**src/rtl/mem_arb_pkg.sv**
```systemverilog
// Shared types for the unified-memory port arbiter.
package mem_arb_pkg;
   typedef enum logic [1:0] {IDLE, ISSUE, WAIT, DONE} state_t;
   typedef enum logic [1:0] {OWN_NONE, OWN_I, OWN_D} owner_t;
endpackage

```
**src/rtl/mem_port_arbiter.sv**
```systemverilog
// Fetch/data arbiter for one single-ported unified memory.
// Data wins in IDLE, bounded by a run counter so fetch cannot starve.
module mem_port_arbiter
   import mem_arb_pkg::*;
#(
   parameter int ADDR_W    = 32,
   parameter int DATA_W    = 32,
   parameter int MAX_D_RUN = 4
) (
   input  logic              clk,
   input  logic              reset,
   input  logic              if_req,
   input  logic [ADDR_W-1:0] if_addr,
   input  logic              if_cancel,
   output logic              if_done,
   output logic [DATA_W-1:0] if_rdata,
   output logic              if_stall,
   input  logic              d_req,
   input  logic              d_we,
   input  logic [ADDR_W-1:0] d_addr,
   input  logic [DATA_W-1:0] d_wdata,
   output logic              d_done,
   output logic [DATA_W-1:0] d_rdata,
   output logic              d_stall,
   output logic              mem_en,
   output logic              mem_we,
   output logic [ADDR_W-1:0] mem_addr,
   output logic [DATA_W-1:0] mem_wdata,
   input  logic              mem_rvalid,
   input  logic [DATA_W-1:0] mem_rdata,
   output logic              busy
);

   localparam int RUN_W = $clog2(MAX_D_RUN + 1);

   state_t            r_state;
   state_t            w_next;
   owner_t            r_owner;
   logic [RUN_W-1:0]  r_d_run;
   logic              r_cancel;
   logic              r_we;
   logic [ADDR_W-1:0] r_addr;
   logic [DATA_W-1:0] r_wdata;
   logic [DATA_W-1:0] r_if_rdata;
   logic [DATA_W-1:0] r_d_rdata;
   logic              w_grant_d;
   logic              w_grant_i;

   always_comb begin
      w_grant_d = d_req && (!if_req || (r_d_run < RUN_W'(MAX_D_RUN)));
      w_grant_i = !w_grant_d && if_req;
   end

   // A completion seen in ISSUE is illegal and deliberately ignored.
   always_comb begin
      w_next = r_state;
      case (r_state)
         IDLE:    if (w_grant_d || w_grant_i) w_next = ISSUE;
         ISSUE:   w_next = WAIT;
         WAIT:    if (mem_rvalid) w_next = DONE;
         DONE:    w_next = IDLE;
         default: w_next = IDLE;
      endcase
   end

   always_ff @(posedge clk) begin
      if (reset) begin
         r_state    <= IDLE;
         r_owner    <= OWN_NONE;
         r_d_run    <= '0;
         r_cancel   <= 1'b0;
         r_we       <= 1'b0;
         r_addr     <= '0;
         r_wdata    <= '0;
         r_if_rdata <= '0;
         r_d_rdata  <= '0;
      end else begin
         r_state <= w_next;
         case (r_state)
            IDLE: begin
               if (w_grant_d) begin
                  r_owner <= OWN_D;
                  r_we    <= d_we;
                  r_addr  <= d_addr;
                  r_wdata <= d_wdata;
                  if (!if_req)
                     r_d_run <= '0;
                  else if (r_d_run != RUN_W'(MAX_D_RUN))
                     r_d_run <= r_d_run + RUN_W'(1);
               end else if (w_grant_i) begin
                  r_owner <= OWN_I;
                  r_we    <= 1'b0;
                  r_addr  <= if_addr;
                  r_wdata <= '0;
                  r_d_run <= '0;
               end
            end
            ISSUE: begin
               if (if_cancel && r_owner == OWN_I) r_cancel <= 1'b1;
            end
            WAIT: begin
               if (if_cancel && r_owner == OWN_I) r_cancel <= 1'b1;
               if (mem_rvalid) begin
                  if (r_owner == OWN_I) r_if_rdata <= mem_rdata;
                  if (r_owner == OWN_D) r_d_rdata  <= mem_rdata;
               end
            end
            DONE: begin
               r_cancel <= 1'b0;
               r_owner  <= OWN_NONE;
            end
            default: r_owner <= OWN_NONE;
         endcase
      end
   end

   assign if_done   = (r_state == DONE) && (r_owner == OWN_I)
                      && !r_cancel && !if_cancel;
   assign d_done    = (r_state == DONE) && (r_owner == OWN_D);
   assign if_stall  = if_req & ~if_done;
   assign d_stall   = d_req & ~d_done;
   assign if_rdata  = r_if_rdata;
   assign d_rdata   = r_d_rdata;
   assign mem_en    = (r_state == ISSUE);
   assign mem_we    = r_we;
   assign mem_addr  = r_addr;
   assign mem_wdata = r_wdata;
   assign busy      = (r_state != IDLE);

endmodule

```
**config.mk**
```make
export PLATFORM = sky130hd
export DESIGN_NAME = mem_port_arbiter
export DESIGN_NICKNAME = d
export VERILOG_FILES = /design/src/rtl/mem_arb_pkg.sv /design/src/rtl/mem_port_arbiter.sv
export SDC_FILE = /design/constraint.sdc
export NUM_CORES = 1
export LEC_CHECK = 0
export CORE_ASPECT_RATIO = 0.8
export CORE_MARGIN = 10
export CORE_UTILIZATION = 43
export DETAILED_ROUTE_END_ITERATION = 10
export PLACE_DENSITY_LB_ADDON = 0.25
export SYNTH_ARGS = -nofsm -noshare
export SYNTH_HDL_FRONTEND = slang
export SYNTH_SLANG_ARGS = --single-unit
```
**constraint.sdc**
```tcl
create_clock -name clk -period 2.7 [get_ports clk]
set_input_delay 0.81 -clock clk [delete_from_list [all_inputs] [get_ports clk]]
set_output_delay 0.81 -clock clk [all_outputs]
set_load 0.005 [all_outputs]
```
==> results of run 1 <==
==> cell type report <==
class                           instances  area (um2)
Fill cell                             879        3110
Tap cell                              148         185
Timing Repair Buffer                  285        2840
Multi-Input combinational cell        405        2190
Inverter                                6        22.5
Clock buffer                           18         429
Clock inverter                         13         173
Sequential cell                       137        2740
==> repair_timing <==
item                       in CTS  in global routing
pin swaps                       0                  0
setup endpoints to repair       3                  3
gates resized for setup         3                  4
buffers inserted                0                  0
==> cell usage after synthesis <==
cell type	instances
nor2_1	38
ha_1	6
a32oi_1	1
a211oi_2	7
dfxtp_1	137
a22oi_1	2
nand2_1	164
nor2b_1	3
a211oi_1	25
nor4bb_1	1
buf_1	5
inv_1	6
nand2b_1	4
o21ai_4	1
clkbuf_1	7
nand3b_1	1
and4b_1	4
o21a_4	1
and3b_1	1
o21ai_0	2
nor3b_1	1
nand3_1	1
a211oi_4	1
nor2_4	1
buf_6	4
nand4b_1	2
mux2i_1	1
o21a_1	1
buf_4	8
a21bo_2	1
a21boi_4	1
a22o_1	33
buf_2	23
a21oi_1	101
==> power by group through the flow <==
stage | clock (mW) | sequential, mW | combinational [mW]
2_1_floorplan | 0 | 2.59 | 0.811
3_3_place_gp | 0 | 2.58 | 1.89
3_5_place_dp | 0 | 2.59 | 1.92
4_1_cts | 2.40 | 2.56 | 1.94
5_1_grt | 2.49 | 2.60 | 2.10
6_report | 2.36 | 2.56 | 1.92
==> layer usage <==
layer	up-vias	track usage [%]	part of all wire [%]
li1	2540	-	-
met1	2456	23.6	38
met3	26	10.4	11
met2	242	35.0	49
met5	-	0	0
met4	0	7.53	2.1
==> cell families after synthesis <==
logic type	share of synthesized area, %
muxes	0.192
DFF	52.6
AOI/OAI and AO/OA	22.8
buffers and inverters	5.52
and+or+nand+nor	17.4
adders and majority gates	1.44
==> stage by stage <==
step	worst slack [ps]	total power [mW]	cell area [um2]	TNS, ps
after floorplan	716	3.41	5220	0
after global placement	-285	4.46	7980	-552
after detailed placement	-274	4.52	7980	-528
after CTS	0.561	6.90	8580	0
after global routing	-2.79	7.19	8580	-2.79
final	88.6	6.84	8580	0
==> worst max path at each step <==
stage / cells after the start / slack [ps] / to / from
floorplan: 3 / 720 / if_stall / if_cancel
global placement: 5 / -280 / if_stall / if_cancel
detailed placement: 5 / -270 / if_stall / if_cancel
CTS: 5 / 0.6 / if_stall / if_cancel
global route: 3 / -3 / d_done / r_state[1]
finish: 3 / 90 / d_done / r_state[1]
==> registers in the layout, summed over array words and instances, names as in the netlist <==
name / flops
mem_addr: 32
d_rdata: 32
r_state: 2
r_owner: 2
r_cancel: 1
mem_we: 1
mem_wdata: 32
r_d_run: 3
if_rdata: 32
==> worst max-delay path: stages, from the launching register on <==
cell and delay, ps:
dfxtp_1 390, ha_2 260, and3b_1 210, clkdlybuf4s50_1 540
==> results.toml, run 1 <==
[clocking]
clk_pin_slew_ps = 50
postCtsHoldBufs = 0
cts_buffers = 17
cts_tree = "built"
clock_sink_count = 137
htree_levels = 4
clk_latency_ps = 410
cts-root-buf = "clkbuf_16"
cts_max_path_buffers = 2

[routing]
vias_per_cell = 5.20
ant_nets = 0
wl_mm = 18.8
vias = 5264
drt_iter0_markers = 249
drt-pass1-iter-count = 5
post_drt_wl_per_cell_um = 18.5
drcViolationCount = 0

[synth]
yosysSeqAreaShare_pct = 52.6
netlist.area_leader.share_pct = 52.6
ys_top_cells_by_area = "dfxtp_1, nand2_1, a21oi_1, a22o_1, a211oi_1"
syn_nets = 736
synth_area_mm2 = 0.00522
post_synth_num_cell_types = 34
yosys_warnings = 0
synth_top_area_cell = "dfxtp_1"
avgSynthCellArea_um2 = 8.77
syn_inst = 595
yosys_register_bits = 137

[floorplan]
io_pins = 270
coreArea_mm2 = 0.0117
rows = 35
initial_utilization_pct = 44.6
die_area_mm2 = 0.0170
dieHeight_um = 119
die_width_um = 143

[setup_path]
critPathKind = "register to primary output"
cp_max_fo = 6
critPathCaptureType = "primary output"
rr_endpoint = "mem_wdata[8]"
r2r_start = "r_state[0]"
cp_data_required_time_ps = 1890
cp_data_arrival_time_ps = 1800
r2r_slack_ps = 940
reg2regPathDepth = 5
start_kind = "register"

[finish]
n_antenna_cell = 0
drive_above_1_share_pct = 7.29
fin_nets = 993
layout_common_cells = "clkdlybuf4s50_1, nand2_1, dfxtp_1, a21oi_1, nor2_1"
syn_to_final_growth_pct = 64.5
final_core_util_pct = 73.4
final_common_cell = "clkdlybuf4s50_1"
fin_cells = 1012

[power_and_ir_drop]
seq_power_share_pct = 37.4
switching_share_pct = 28.5
clkPwrFrac_pct = 34.5
p_leak_nw = 3.14
power_frac_comb_pct = 28.1
power.internal_mw = 4.89
vdd_drop_max_uv = 579
pwr_density_cell_mw_per_mm2 = 797
p_sw_mw = 1.95

[timing]
setup_viol = 0
whs_ps = 456
max_freq_mhz = 383
period_share_pct = 96.7
relSlewSlack_pct = 51.0
clock_skew_ps = 11.2
max_slew.worst_pin.slew_ps = 734
min_period_ps = 2610
hold_violations = 0
drv_slew = 0

[job]
drv_cap = 0

[grt]
gr-total-overflow = 0
grt_pass1_wl_mm = 29.0
grt_pass1_vias = 5357
grt_max_degree = 62
grt_use_total_pct = 21.4
antenna_found_initial = 0

[status]
status = "completed"

[hold_path]
min_to = "if_rdata[23]"
hp-start = "if_rdata[23]"
holdPathStages = 2
hold_path.class = "register to register"

[place]
portBuffers = 269
dp_cells = 981
post-dp-hpwl_mm = 14.1
place.gp.congestion = 0.826
Note: power is estimated with default switching activity, not from simulation.
==> run 2, diff against run 1 <==
TNS_END_PERCENT = 50   (was unset)
clock period = 3.2 ns   (was 2.7 ns; I/O delays follow)
==> run 2 against run 1 <==
Power down 17%; cell count hardly changed; critical path depth increased by 1; hold slack better by 1.3 ps; first-iteration DRC count increased by 41%; sequential share of layout area rose by 0.098 points; non-clock buffer count is 2 lower; core utilization fell by 0.22 points; via count hardly changed; die area did not move; worst setup slack worse by 38 ps; routed wire length up 1.3%; critical path type is now primary input to primary output; largest power group unchanged.
==> results.toml, run 2 (synthesis gave the netlist of run 1 again) <==
[place]
post-dp-hpwl_mm = 14.2
portBuffers = 269
placed_area_mm2 = 0.00797
place_ws_ps = -63.8
place.gp.congestion = 0.830

[setup_path]
crit_top_cell = "clkdlybuf4s50_1"
path_cells = "clkdlybuf4s50_1 > nor2_1 > and4b_1 > clkdlybuf4s50_1"
crit_path_max_incr_delay_ps = 510
start_kind = "primary input"
critPathKind = "primary input to primary output"
reg2regPathDepth = 5
cp_max_fo = 2
cp_data_required_time_ps = 2240
cp_data_arrival_time_ps = 2190
cp_slowest_cell = "clkdlybuf4s50_1"
critPathCaptureType = "primary output"

[grt]
grt-busiest-layer = "met2"
gr-total-overflow = 0
grt_pass1_vias = 5390
grt_use_met3_pct = 10.9
grt_use_total_pct = 21.4
grt_max_degree = 63
met2_usage_pct = 37.2
grt_use_met1_pct = 22.3
grt_pass1_wl_mm = 28.9
antenna_found_initial = 2

[finish]
design_area_mm2 = 0.00856
drive_above_1_share_pct = 6.84
fillerInstances = 837
n_antenna_cell = 0
layout_common_cells = "clkdlybuf4s50_1, nand2_1, dfxtp_1, a21oi_1, nor2_1"
multi_input_area_mm2 = 0.00219
syn_to_final_growth_pct = 64.0
seqCellArea_mm2 = 0.00274
final_common_cell = "clkdlybuf4s50_1"
fin_nets = 991

[routing]
vias_per_cell = 5.20
drcViolationCount = 0
wl_mm = 19.0
drt-pass1-iter-count = 6
drt_iter0_markers = 351
post_drt_wl_per_cell_um = 18.8
vias = 5262
ant_nets = 0

[clocking]
postCtsHoldBufs = 0
htree_levels = 4
clk_latency_ps = 410
cts_setup_buffers = 0
cts_resized = 1
cts_tree = "built"
clock_sink_count = 137
clk_pin_slew_ps = 60
cts_max_path_buffers = 2
cts_buffers = 17
cts-root-buf = "clkbuf_16"

[floorplan]
io_pins = 270
die_width_um = 143
rows = 35
coreArea_mm2 = 0.0117
die_area_mm2 = 0.0170
initial_utilization_pct = 44.6
dieHeight_um = 119

[timing]
max_freq_mhz = 318
drv_slew = 0
min_period_ps = 3150
setup_viol = 0
period_share_pct = 98.4
max_slew.worst_pin.slew_ps = 747
hold_violations = 0
clock_skew_ps = 17.7
setup_ws_ps = 51.0
rsz0062_at_grt = "no"
relSlewSlack_pct = 50.1

[power_and_ir_drop]
p_leak_nw = 3.12
pwr_density_cell_mw_per_mm2 = 666
total_power_mw = 5.70
vdd_drop_max_uv = 425

[job]
drv_cap = 0

[status]
status = "completed"

[hold_path]
holdPathStages = 2
hold_path.class = "register to register"
-- run 2: cell count changes in the layout (fill, tap and decap cells not counted) --
cell             before  now
buf_4                14   12
clkdlybuf4s50_1     265  267
clkinvlp_4            3    5
ha_1                  4    6
ha_2                  2    0
bufinv_16             3    2
clkbuf_2              1    0
clkbuf_8              0    1
clkinv_4              4    3
dlygate4sd2_1         2    1
inv_6                 1    2
inv_8                 1    0
-- run 2: area by class of cell --
type | count | share of cell area [%]
sequential | 137 | 32.1
inverter | 6 | 0.263
tap | 148 | 2.16
clock inverter | 13 | 1.71
clock buffer | 19 | 5.18
multi-input combinational | 405 | 25.5
timing repair buffer | 283 | 33.1
-- run 2: final timing paths --
path	from	slack [ps]	endpoint
worst max-delay path	if_cancel	50	if_done
worst min-delay path	if_rdata[9]	460	if_rdata[9]
worst max register to register	r_state[0]	1330	mem_we
worst min register to register	if_rdata[9]	460	if_rdata[9]
-- run 2: where the power goes --
part / internal, mW / switching, mW / leakage [nW]
Combinational: 0.894 / 0.712 / 1.73
Sequential: 1.99 / 0.176 / 1.12
Clock: 1.17 / 0.752 / 0.272
Total: 4.06 / 1.64 / 3.12
-- run 2: worst max-delay path: cells and delay by family --
| family | cells | cell delay [ps] |
|---|---|---|
| buffers and inverters | 2 | 920 |
| AND/OR/NAND/NOR | 2 | 300 |
-- run 2: stage by stage --
stage          hold WS [ps]  TNS, ps  std cells  util, %
2_1_floorplan           449        0        595        -
3_3_place_gp            442    -73.2        979     68.2
3_5_place_dp            448    -63.8        979     68.2
5_1_grt                 471        0       1011     73.2
6_report                457        0       1011     73.2
4_1_cts                 456        0       1011     73.2
-- run 2: per-layer routing --
layer | wire (um) | up-vias | part of all wire (%)
met5 | 13 | - | 0.068
met4 | 214 | 2 | 1.1
met3 | 2120 | 18 | 11
met2 | 9490 | 236 | 50
met1 | 7180 | 2464 | 38
li1 | - | 2542 | -
